$ cat config.mk
export PLATFORM = sky130hd
export DESIGN_NAME = video_timing_gen
export DESIGN_NICKNAME = d
export VERILOG_FILES = /design/src/rtl/vp_pkg.sv /design/src/rtl/vtg_counter.sv /design/src/rtl/video_timing_gen.sv
export SDC_FILE = /design/constraint.sdc
export NUM_CORES = 1
export LEC_CHECK = 0
export CORE_ASPECT_RATIO = 1.4
export CORE_MARGIN = 10
export CORE_UTILIZATION = 45
export CTS_BUF_LIST = sky130_fd_sc_hd__clkbuf_4
export DETAILED_ROUTE_END_ITERATION = 12
export PLACE_DENSITY_LB_ADDON = 0.08
export SYNTH_ARGS = -nofsm -noshare
export SYNTH_HDL_FRONTEND = slang
export SYNTH_SLANG_ARGS = --single-unit
export TNS_END_PERCENT = 5
$ cat constraint.sdc
create_clock -name clk -period 2.7 [get_ports clk]
set_input_delay 0.81 -clock clk [delete_from_list [all_inputs] [get_ports clk]]
set_output_delay 0.81 -clock clk [all_outputs]
set_load 0.05 [all_outputs]
$ cat src/rtl/vp_pkg.sv
// vp_pkg -- shared definitions for the video pattern / timing generator.
//
// Purpose:
//   Pattern selector codes, the colour-bar lookup table, the FSM state type
//   and the default 1280x720 timing numbers used as parameter defaults.
//
// Contents:
//   COORD_W            width of the x/y coordinate buses and line/frame counters
//   PAT_*              pattern_sel encodings
//   DEF_*              default 720p timing (active, front porch, sync, back porch)
//   vtg_state_t        two-state run/idle FSM encoding
//   bar_colour()       colour-bar table, index 0 = leftmost bar
package vp_pkg;

  localparam int COORD_W = 12;

  localparam logic [1:0] PAT_BARS     = 2'd0;
  localparam logic [1:0] PAT_GRADIENT = 2'd1;
  localparam logic [1:0] PAT_CHECKER  = 2'd2;
  localparam logic [1:0] PAT_SOLID    = 2'd3;

  localparam int DEF_H_ACTIVE = 1280;
  localparam int DEF_H_FP     = 110;
  localparam int DEF_H_SYNC   = 40;
  localparam int DEF_H_BP     = 220;
  localparam int DEF_V_ACTIVE = 720;
  localparam int DEF_V_FP     = 5;
  localparam int DEF_V_SYNC   = 5;
  localparam int DEF_V_BP     = 20;

  typedef enum logic {
    ST_IDLE = 1'b0,
    ST_RUN  = 1'b1
  } vtg_state_t;

  // Standard eight-bar sequence, left to right, as {R,G,B}.
  function automatic logic [23:0] bar_colour(input logic [2:0] idx);
    logic [23:0] rgb;
    case (idx)
      3'd0:    rgb = 24'hFFFFFF;
      3'd1:    rgb = 24'hFFFF00;
      3'd2:    rgb = 24'h00FFFF;
      3'd3:    rgb = 24'h00FF00;
      3'd4:    rgb = 24'hFF00FF;
      3'd5:    rgb = 24'hFF0000;
      3'd6:    rgb = 24'h0000FF;
      default: rgb = 24'h000000;
    endcase
    return rgb;
  endfunction

endpackage

$ cat src/rtl/vtg_counter.sv
// vtg_counter -- wrap-around counter with carry-out.
//
// Purpose:
//   Counts 0..MODULUS-1 while inc is high and wraps to 0. carry is high in
//   the cycle where an increment wraps the counter, so chaining carry into
//   the inc of a second counter gives a line/frame counter pair.
//
// Ports:
//   clk    in   clock, rising edge
//   rst_n  in   asynchronous active-low reset, clears the count
//   clear  in   synchronous clear to 0 (dominates inc)
//   inc    in   advance by one this clock
//   count  out  current count value
//   carry  out  inc is high and count is at MODULUS-1
module vtg_counter #(
  parameter int WIDTH   = 12,
  parameter int MODULUS = 1650
) (
  input  logic             clk,
  input  logic             rst_n,
  input  logic             clear,
  input  logic             inc,
  output logic [WIDTH-1:0] count,
  output logic             carry
);

  localparam logic [WIDTH-1:0] LAST = WIDTH'(MODULUS - 1);
  localparam logic [WIDTH-1:0] ONE  = WIDTH'(1);

  assign carry = inc && (count == LAST);

  // Count register: clear wins over increment, increment wraps at LAST.
  always_ff @(posedge clk or negedge rst_n) begin
    if (!rst_n) begin
      count <= '0;
    end else if (clear) begin
      count <= '0;
    end else if (inc) begin
      count <= carry ? '0 : count + ONE;
    end
  end

endmodule

$ cat src/rtl/video_timing_gen.sv
// video_timing_gen -- raster timing and test-pattern generator.
//
// Purpose:
//   Generates a progressive raster (active, front porch, sync, back porch in
//   both dimensions) with active-high syncs and a test pattern. Every output
//   is registered and reflects the counter state of the previous clock.
//   Frames are never truncated by en; only rst_n stops a frame early.
//
// Ports:
//   clk          in   pixel clock, rising edge
//   rst_n        in   asynchronous active-low reset
//   en           in   run request, level-sensitive
//   pattern_sel  in   0 bars, 1 gradient, 2 checkerboard, 3 solid
//   solid_rgb    in   colour for the solid pattern, {R,G,B}
//   de_out       out  active-video flag
//   h_sync_out   out  horizontal sync, active-high
//   v_sync_out   out  vertical sync, active-high
//   pixel_out    out  {R,G,B}, 0 outside active video
//   x_out/y_out  out  coordinates of the pixel on pixel_out, 0 outside active
//   frame_start  out  one-cycle pulse with the first active pixel of a frame
//   busy         out  high while a frame is being generated
module video_timing_gen #(
  parameter int H_ACTIVE = vp_pkg::DEF_H_ACTIVE,
  parameter int H_FP     = vp_pkg::DEF_H_FP,
  parameter int H_SYNC   = vp_pkg::DEF_H_SYNC,
  parameter int H_BP     = vp_pkg::DEF_H_BP,
  parameter int V_ACTIVE = vp_pkg::DEF_V_ACTIVE,
  parameter int V_FP     = vp_pkg::DEF_V_FP,
  parameter int V_SYNC   = vp_pkg::DEF_V_SYNC,
  parameter int V_BP     = vp_pkg::DEF_V_BP
) (
  input  logic        clk,
  input  logic        rst_n,
  input  logic        en,
  input  logic [1:0]  pattern_sel,
  input  logic [23:0] solid_rgb,
  output logic        de_out,
  output logic        h_sync_out,
  output logic        v_sync_out,
  output logic [23:0] pixel_out,
  output logic [11:0] x_out,
  output logic [11:0] y_out,
  output logic        frame_start,
  output logic        busy
);

  import vp_pkg::*;

  localparam int H_TOTAL = H_ACTIVE + H_FP + H_SYNC + H_BP;
  localparam int V_TOTAL = V_ACTIVE + V_FP + V_SYNC + V_BP;
  localparam int BAR_W   = H_ACTIVE / 8;

  localparam logic [COORD_W-1:0] H_ACT    = COORD_W'(H_ACTIVE);
  localparam logic [COORD_W-1:0] HS_START = COORD_W'(H_ACTIVE + H_FP);
  localparam logic [COORD_W-1:0] HS_END   = COORD_W'(H_ACTIVE + H_FP + H_SYNC);
  localparam logic [COORD_W-1:0] V_ACT    = COORD_W'(V_ACTIVE);
  localparam logic [COORD_W-1:0] VS_START = COORD_W'(V_ACTIVE + V_FP);
  localparam logic [COORD_W-1:0] VS_END   = COORD_W'(V_ACTIVE + V_FP + V_SYNC);
  localparam logic [COORD_W-1:0] BARS_END = COORD_W'(8 * BAR_W);

  vtg_state_t state, state_next;
  logic run;
  logic latch_load;

  logic [COORD_W-1:0] h_cnt, v_cnt;
  logic h_carry, v_carry;

  logic [1:0]  pat_q;
  logic [23:0] rgb_q;

  logic [2:0]  bar_idx;
  logic [23:0] bar_px;
  logic [7:0]  grad_b;
  logic [23:0] pattern_px;

  logic        de_c, hs_c, vs_c, fs_c;
  logic [23:0] pixel_c;
  logic [11:0] x_c, y_c;

  // The vertical counter only wraps on the horizontal wrap, so its carry
  // marks the very last clock of the frame.
  vtg_counter #(.WIDTH(COORD_W), .MODULUS(H_TOTAL)) u_h_cnt (
    .clk   (clk),
    .rst_n (rst_n),
    .clear (!run),
    .inc   (run),
    .count (h_cnt),
    .carry (h_carry)
  );

  vtg_counter #(.WIDTH(COORD_W), .MODULUS(V_TOTAL)) u_v_cnt (
    .clk   (clk),
    .rst_n (rst_n),
    .clear (!run),
    .inc   (h_carry),
    .count (v_cnt),
    .carry (v_carry)
  );

  always_ff @(posedge clk or negedge rst_n) begin
    if (!rst_n) begin
      state <= ST_IDLE;
    end else begin
      state <= state_next;
    end
  end

  // Leaving RUN is only possible on the final clock of a frame.
  always_comb begin
    state_next = state;
    case (state)
      ST_IDLE: if (en) state_next = ST_RUN;
      ST_RUN:  if (v_carry && !en) state_next = ST_IDLE;
      default: state_next = ST_IDLE;
    endcase
  end

  // Pattern controls are captured when a frame is about to begin: on entry
  // to RUN and on every frame wrap, so they never change within a frame.
  always_comb begin
    run        = (state == ST_RUN);
    latch_load = (state == ST_IDLE && en) || (state == ST_RUN && v_carry);
  end

  always_ff @(posedge clk or negedge rst_n) begin
    if (!rst_n) begin
      pat_q <= PAT_BARS;
      rgb_q <= '0;
    end else if (latch_load) begin
      pat_q <= pattern_sel;
      rgb_q <= solid_rgb;
    end
  end

  // Bar index by threshold compare avoids a divider; anything right of the
  // last full bar stays black.
  always_comb begin
    bar_idx = '0;
    for (int i = 1; i < 8; i++) begin
      if (h_cnt >= COORD_W'(i * BAR_W)) bar_idx = 3'(i);
    end
    bar_px = (h_cnt < BARS_END) ? bar_colour(bar_idx) : 24'h000000;
    grad_b = h_cnt[7:0] + v_cnt[7:0];
    case (pat_q)
      PAT_BARS:     pattern_px = bar_px;
      PAT_GRADIENT: pattern_px = {h_cnt[7:0], v_cnt[7:0], grad_b};
      PAT_CHECKER:  pattern_px = (h_cnt[3] ^ v_cnt[3]) ? 24'hFFFFFF : 24'h000000;
      default:      pattern_px = rgb_q;
    endcase
  end

  always_comb begin
    de_c    = run && (h_cnt < H_ACT) && (v_cnt < V_ACT);
    hs_c    = run && (h_cnt >= HS_START) && (h_cnt < HS_END);
    vs_c    = run && (v_cnt >= VS_START) && (v_cnt < VS_END);
    fs_c    = de_c && (h_cnt == '0) && (v_cnt == '0);
    pixel_c = de_c ? pattern_px : 24'h000000;
    x_c     = de_c ? h_cnt : '0;
    y_c     = de_c ? v_cnt : '0;
  end

  // Single output register stage: one clock of latency from the counters.
  always_ff @(posedge clk or negedge rst_n) begin
    if (!rst_n) begin
      de_out      <= 1'b0;
      h_sync_out  <= 1'b0;
      v_sync_out  <= 1'b0;
      pixel_out   <= '0;
      x_out       <= '0;
      y_out       <= '0;
      frame_start <= 1'b0;
      busy        <= 1'b0;
    end else begin
      de_out      <= de_c;
      h_sync_out  <= hs_c;
      v_sync_out  <= vs_c;
      pixel_out   <= pixel_c;
      x_out       <= x_c;
      y_out       <= y_c;
      frame_start <= fs_c;
      busy        <= run;
    end
  end

endmodule

==> impl_results.rst, run 1 <==
.. list-table::
   :header-rows: 1

   * - Metric
     - Value
   * - Cts repair resizes
     - 0
   * - Critical Path RT
     - 1.89 ns
   * - RR Endpoint
     - rgb_q[11]$_DFFE_PN0P_
   * - Leading cell types in the layout, fill and taps excluded
     - 104 x dfrtp_1, 80 x clkdlybuf4s50_1, 44 x nor2_1
   * - Worst hold margin
     - 0.124 ns
   * - Clock latency at the later pin of the worst-skew pair
     - 0.46 ns
   * - Clock tree from TritonCTS
     - done
   * - Total of flip-flops plus latches after synthesis
     - 104
   * - Type of origin of the critical path
     - flip-flop
   * - Number of warning messages in the yosys log
     - 0
   * - Total power after layout
     - 2.82 mW
   * - Number of nets in the layout
     - 590
   * - Critical Path End Type
     - primary output
   * - Average cell area after synthesis
     - 10.9 µm²
   * - CTS Sinks
     - 104
   * - Final critical delay including setup and external delays
     - 2.46 ns
   * - Wire length per cell after detailed routing
     - 18.3 µm
   * - Clock root buffer
     - clkbuf_4
   * - IO Count
     - 82
   * - Largest net degree at the start of global routing
     - 65
   * - Final weighted congestion in routability-driven placement
     - 0.919
   * - Post-synthesis compound-gate area fraction
     - 0.133
   * - Synth cell types
     - 51
   * - Sequential-to-total area share from yosys stat
     - 0.523
   * - Number of antenna-violating nets in the routed design
     - 0
   * - Gate count of the mapped netlist
     - 455
   * - Final worst clock skew
     - 0.0234 ns
   * - Level count of the clock H-tree
     - 3
   * - Combinational family with the most area after synthesis
     - simple AND/OR/NAND/NOR gates
   * - Achievable frequency
     - 0.407 GHz
   * - Tcrit/Tclk final
     - 0.910
   * - Port-buffer cells
     - 81
   * - HPWL after detailed placement
     - 9260 µm
   * - Setup slack on the worst flop-to-flop path
     - 0.40 ns
   * - Worst hold path type
     - primary input to async pin
   * - Total setup buffers inserted after CTS
     - 0
   * - Layout overhead on the synthesized area
     - 24.5%
   * - Die width
     - 109 µm
   * - CTS Hold Buffers Added
     - 0
   * - Die boundary height
     - 144 µm
   * - Routed vias/inst
     - 5.37
   * - Finish-stage setup viols
     - 0
   * - Netlist Area Pre-Place
     - 0.00498 mm²
   * - Number of antenna violations at the first check in global routing
     - 1
   * - Max Transition Viols Final
     - 0
   * - Vias in the first global route
     - 3,885
   * - Worst path max stage delay
     - 0.81 ns
   * - Worst Path Class, Setup
     - flip-flop to primary output
   * - Number of rows in the core area
     - 45
   * - Number of vias in the routed layout
     - 3,722
   * - Worst IR Drop VDD
     - 0.000232 V
   * - Power per cell area
     - 455 mW/mm²
   * - Mux share of post-synthesis cell area
     - 0.0787
   * - Primary flip-flop cell chosen by synthesis mapping
     - dfrtp_1
   * - Post-Synth Adder-Cell Area
     - 0.0412
   * - Violation count after the first detailed-routing iteration
     - 129
   * - Initial Utilization
     - 0.460
   * - Cell-by-cell trace of the critical path
     - clkdlybuf4s50_1
   * - Overflow after GRT
     - 0
   * - Die Area
     - 0.0157 mm²
   * - Leakage power
     - 2.88 nW
   * - Combined global-route utilization of all metal layers
     - 0.168
   * - Measured slew at the worst slew-check pin
     - 0.676 ns
   * - Most common library cell in the layout ignoring fill and taps
     - dfrtp_1
   * - Remaining design rule violation count
     - 0
   * - Basic-gate share of the synthesized area counting and, or, nand and nor cells
     - 0.144
   * - Setup repair after global routing missed its margin
     - no
   * - Final total negative setup slack
     - 0 ns
   * - Crit path max-delay family
     - buffers and inverters
   * - Result of the run
     - complete, no violations
   * - Hold violation total from the final report
     - 0
   * - Fraction of synthesis flops using an asynchronous set or reset pin
     - 1.00
   * - Bufs and invs on worst path
     - 1
   * - Max-capacitance violation count
     - 0
   * - Clock Tree Buf Depth
     - 2
   * - Final wirelength
     - 12,700 µm
   * - Core area
     - 0.0108 mm²
   * - Number of enable-type register cells in the synthesized netlist
     - 0
   * - CTS Buf Count
     - 9
   * - Launch instance of the worst register-to-register path
     - u_v_cnt.count[8]$_DFFE_PN0P_
   * - DP Cell Count
     - 676
   * - Initial DRT Pass Iterations
     - 4
   * - Worst Path Arrival
     - 1.65 ns
   * - Clock-pin transition on the worst setup and hold timing paths
     - 0.16 ns
   * - Final cell count without fillers
     - 693
   * - Ratio of cells with drive above 1 in the final layout
     - 0.142
   * - Worst Reg-to-Reg Cells
     - 6
   * - Max-slew headroom at the worst pin
     - 0.548
   * - Highest fanout seen on the critical path
     - 1
   * - Cell with the biggest individual delay on the critical path
     - clkdlybuf4s50_1
   * - First-pass GRT wire length
     - 20,600 µm
   * - Fin util
     - 0.573
   * - Xor/xnor cell area share of the yosys netlist
     - 0.0405
metrics by stage:
stage | instance area (µm²) | setup slack [ns]
6_report | 6190 | 0.243
5_1_grt | 6190 | 0.193
4_1_cts | 6190 | 0.215
3_5_place_dp | 6060 | 0.450
3_3_place_gp | 6060 | 0.485
2_1_floorplan | 4980 | 0.435
metal layers:
metal | track usage | vias to the layer above | routed length (µm)
li1 | - | 1763 | -
met1 | 0.199 | 1840 | 5170
met2 | 0.288 | 100 | 6560
met3 | 0.0290 | 19 | 732
met4 | 0.0786 | 0 | 246
met5 | 0 | - | 0
cell type report:
cell class | instances | area (µm²)
Antenna cell | 1 | 2.50
Clock buffer | 10 | 75.1
Clock inverter | 6 | 60.1
Fill cell | 947 | 4620
Inverter | 12 | 45.0
Multi-Input combinational cell | 311 | 2200
Sequential cell | 104 | 2600
Tap cell | 141 | 176
Timing Repair Buffer | 108 | 1040
where the power goes:
group          internal, mW  switching [mW]
Combinational         0.158           0.237
Sequential             1.61          0.0237
Clock                 0.289           0.500
Total                  2.06           0.761
logic make-up (layout without fill, tap and decap cells):
| group | after synthesis | in the layout |
|---|---|---|
| AOI/OAI and AO/OA | 100 | 100 |
| xor gates and xnor gates | 23 | 23 |
| adders and majority gates | 16 | 16 |
| buffers and inverters | 42 | 136 |
| DFF | 104 | 104 |
| muxes | 28 | 28 |
| other | 1 | 4 |
| and+or+nand+nor | 141 | 141 |
flip-flops by register name, summed over array words and instances, names as in the netlist:
register / cells
h_sync_out: 1
y_out: 12
frame_start: 1
run: 1
pat_q: 2
pixel_out: 24
x_out: 12
rgb_q: 24
u_v_cnt.count: 12
u_h_cnt.count: 12
de_out: 1
busy: 1
v_sync_out: 1
worst max-delay path by stage:
| stage | from | endpoint | slack, ns | depth (start not counted) |
|---|---|---|---|---|
| after CTS | frame_start$_DFF_PN0_ | frame_start | 0.22 | 1 |
| after detailed placement | u_v_cnt.count[8]$_DFFE_PN0P_ | rgb_q[22]$_DFFE_PN0P_ | 0.45 | 6 |
| after floorplan | u_h_cnt.count[1]$_DFF_PN0_ | pat_q[0]$_DFFE_PN0P_ | 0.44 | 8 |
| after global placement | en | rgb_q[1]$_DFFE_PN0P_ | 0.49 | 4 |
| final | v_sync_out$_DFF_PN0_ | v_sync_out | 0.24 | 1 |
| after global routing | v_sync_out$_DFF_PN0_ | v_sync_out | 0.19 | 1 |
cell usage after synthesis, drive strengths merged (10+ instances only):
library cell,count,share of area
mux2,26,0.074
xnor2,10,0.018
clkbuf,20,0.015
nand3,10,0.010
o21ai,25,0.025
a21oi,23,0.023
inv,12,0.0091
a21o,21,0.032
dfrtp,104,0.52
and2,15,0.019
buf,10,0.015
ha,14,0.035
xor2,13,0.023
nand2,27,0.020
nor2,44,0.033
Power figures use the tool's default switching activity.
==> run 2: changes to the inputs <==
ABC_CLOCK_PERIOD_IN_PS = 2700   (was default)
==> results of run 2 <==
Same layout as run 1: the final DEF is identical, and so are final timing and power.
==> run 3: changes to the inputs <==
CORE_ASPECT_RATIO = default   (was 1.4)
==> impl_results.rst, run 3 (same netlist as run 1, synthesis figures left out) <==
.. list-table::
   :header-rows: 1

   * - Metric
     - Value
   * - IO Count
     - 82 (unchanged)
   * - Post-route cell area
     - 0.00612 mm² (-1.3%)
   * - Number of antenna-violating nets in the routed design
     - 0 (unchanged)
   * - Cts repair resizes
     - 0 (unchanged)
   * - Clock latency at the later pin of the worst-skew pair
     - 0.49 ns (+0.03 ns)
   * - Capturing instance or port of the critical path
     - pixel_out[8]
   * - Max-slew headroom at the worst pin
     - 0.516 (-0.0318)
   * - Vias in the first global route
     - 3,887 (+0.051%)
   * - Largest net degree at the start of global routing
     - 43 (-34%)
   * - Die width
     - 125 µm (+15%)
   * - Number of vias in the routed layout
     - 3,644 (-2.1%)
   * - Number of nets in the layout
     - 584 (-1.0%)
   * - Logic depth of the worst setup path including buffers
     - 1 (unchanged)
   * - Final cell count without fillers
     - 685 (-1.2%)
   * - Setup repair after global routing missed its margin
     - no
   * - CTS Sinks
     - 104 (unchanged)
   * - Ratio of cells with drive above 1 in the final layout
     - 0.132 (-0.00945)
   * - Internal Power
     - 1.95 mW (-5.3%)
   * - Finish-stage setup viols
     - 0 (unchanged)
   * - Final total negative setup slack
     - 0 ns (unchanged)
   * - Remaining design rule violation count
     - 0 (unchanged)
   * - Worst Path Class, Setup
     - flip-flop to primary output
   * - Leading cell types in the layout, fill and taps excluded
     - 104 x dfrtp_1, 80 x clkdlybuf4s50_1, 44 x nor2_1
   * - Combined global-route utilization of all metal layers
     - 0.166 (-0.00203)
   * - Worst Path Arrival
     - 1.69 ns (+0.04 ns)
   * - Fin util
     - 0.564 (-0.00874)
   * - Violation count after the first detailed-routing iteration
     - 197 (+53%)
   * - Most common library cell in the layout ignoring fill and taps
     - dfrtp_1
   * - Critical Path End Type
     - primary output
   * - Routed vias/inst
     - 5.32 (-0.95%)
   * - Initial Utilization
     - 0.459 (-0.00128)
   * - Clock-pin transition on the worst setup and hold timing paths
     - 0.15 ns (about the same)
   * - Achievable frequency
     - 0.399 GHz (-1.9%)
   * - Worst Reg-to-Reg Cells
     - 8 (+2)
   * - Crit path max-delay family
     - buffers and inverters
   * - Number of antenna violations at the first check in global routing
     - 0 (-1)
   * - Tcrit/Tclk final
     - 0.927 (+0.0173)
   * - RR Endpoint
     - rgb_q[13]$_DFFE_PN0P_
   * - CTS Buf Count
     - 9 (unchanged)
   * - Core area
     - 0.0108 mm² (+0.28%)
   * - Clock tree from TritonCTS
     - done
   * - Worst setup path start
     - pixel_out[8]$_DFF_PN0_
   * - Max-capacitance violation count
     - 0 (unchanged)
   * - Leakage power
     - 2.83 nW (-1.6%)
   * - Clock power frac
     - 0.253 (-0.027)
   * - Bufs and invs on worst path
     - 1 (unchanged)
   * - Total setup buffers inserted after CTS
     - 0 (unchanged)
   * - Clock root buffer
     - clkbuf_4
   * - Initial DRT Pass Iterations
     - 4 (unchanged)
   * - Worst IR Drop VDD
     - 0.000277 V (+20%)
   * - Diodes inserted
     - 0 (-1)
   * - Net switching fraction of the power
     - 0.285 (+0.0149)
   * - Layout overhead on the synthesized area
     - 22.9%
   * - Final wirelength
     - 12,600 µm (-1.0%)
   * - Type of origin of the critical path
     - flip-flop
   * - Final critical delay including setup and external delays
     - 2.50 ns (+0.0467 ns)
   * - Worst hold margin
     - 0.255 ns (+0.131 ns)
   * - CTS Hold Buffers Added
     - 0 (unchanged)
   * - Largest registers ranked by flip-flop count
     - pixel_out (24), rgb_q (24)
   * - Final worst clock skew
     - 0.0110 ns (-0.0124 ns)
   * - Power per cell area
     - 446 mW/mm² (-2.1%)
   * - DP Cell Count
     - 669 (-1.0%)
   * - Final weighted congestion in routability-driven placement
     - 0.862 (-6.1%)
   * - Share of total power in sequential cells
     - 0.599 (+0.019)
   * - Launch instance of the worst register-to-register path
     - u_h_cnt.count[1]$_DFF_PN0_
   * - Switching Power
     - 0.776 mW (+2.0%)
   * - Combinational cell fraction of total power
     - 0.147 (+0.007)
   * - Worst path max stage delay
     - 0.81 ns (about the same)
   * - Cell-by-cell trace of the critical path
     - clkdlybuf4s50_1
   * - Max Transition Viols Final
     - 0 (unchanged)
   * - Critical Path RT
     - 1.89 ns (about the same)
   * - Die boundary height
     - 125 µm (-13%)
   * - Wire length per cell after detailed routing
     - 18.4 µm (+0.14%)
   * - Highest fanout seen on the critical path
     - 1 (unchanged)
   * - Clock Tree Buf Depth
     - 2 (unchanged)
   * - Hold violation total from the final report
     - 0 (unchanged)
   * - Setup slack on the worst flop-to-flop path
     - 0.36 ns (-0.04 ns)
   * - Result of the run
     - complete, no violations
   * - Worst hold path type
     - primary input to async pin
   * - Measured slew at the worst slew-check pin
     - 0.721 ns (+0.0453 ns)
   * - First-pass GRT wire length
     - 21,200 µm (+2.9%)
   * - Port-buffer cells
     - 81 (unchanged)
   * - Die Area
     - 0.0157 mm² (-0.38%)
   * - Cell with the biggest individual delay on the critical path
     - clkdlybuf4s50_1
   * - Overflow after GRT
     - 0 (unchanged)
   * - Level count of the clock H-tree
     - 3 (unchanged)
   * - Placed cell area
     - 0.00601 mm² (-0.76%)
   * - HPWL after detailed placement
     - 9010 µm (-2.7%)
   * - Number of rows in the core area
     - 38 (-16%)
-- run 3: cell count changes in the layout (fill, tap and decap cells not counted) --
cell	before	now
clkbuf_4	10	9
bufinv_16	1	0
clkinv_4	2	1
clkinvlp_4	0	1
diode_2	1	0
clkinv_2	1	3
buf_4	26	20
-- run 3: how the worst min path moves through the flow --
stage / endpoint
after floorplan: busy$_DFF_PN0_
after global placement: rgb_q[1]$_DFFE_PN0P_
after detailed placement: rgb_q[18]$_DFFE_PN0P_
after CTS: y_out[10]$_DFF_PN0_
after global routing: y_out[10]$_DFF_PN0_
final: y_out[10]$_DFF_PN0_
-- run 3: power by group through the flow --
| stage | registers [mW] | logic [mW] | clock network [mW] |
|---|---|---|---|
| floorplan | 1.79 | 0.0933 | 0 |
| global placement | 1.66 | 0.403 | 0 |
| detailed placement | 1.66 | 0.407 | 0 |
| CTS | 1.63 | 0.408 | 0.721 |
| global route | 1.64 | 0.429 | 0.784 |
| finish | 1.63 | 0.402 | 0.691 |
-- run 3: worst reg2reg max path, delay by kind of cell (launching register included) --
family,cells,cell delay (ns)
buffers and inverters,2,0.31
and+or+nand+nor,3,0.90
DFF,1,0.40
muxes,2,0.46
adders and majority gates,1,0.16
-- run 3: area by class of cell --
| cell class | instances | area, µm² |
|---|---|---|
| fillers | 994 | 4720 |
| flip-flops and latches | 104 | 2600 |
| multi-input cells | 311 | 2200 |
| repair buffers | 102 | 991 |
| well taps | 140 | 175 |
| clock buffers | 9 | 67.6 |
| inverters | 12 | 45.0 |
| clock inverters | 7 | 38.8 |
-- run 3: metal layers --
layer	wire (µm)	global-route usage
met5	0	0
met1	5660	0.213
met3	765	0.0477
met2	6040	0.263
met4	119	0.0589
-- run 3: through the flow --
step / setup WS (ns) / total power [mW]
after floorplan: 0.435 / 1.88
after global placement: 0.486 / 2.07
after detailed placement: 0.428 / 2.07
after CTS: 0.170 / 2.76
after global routing: 0.116 / 2.85
final: 0.197 / 2.73
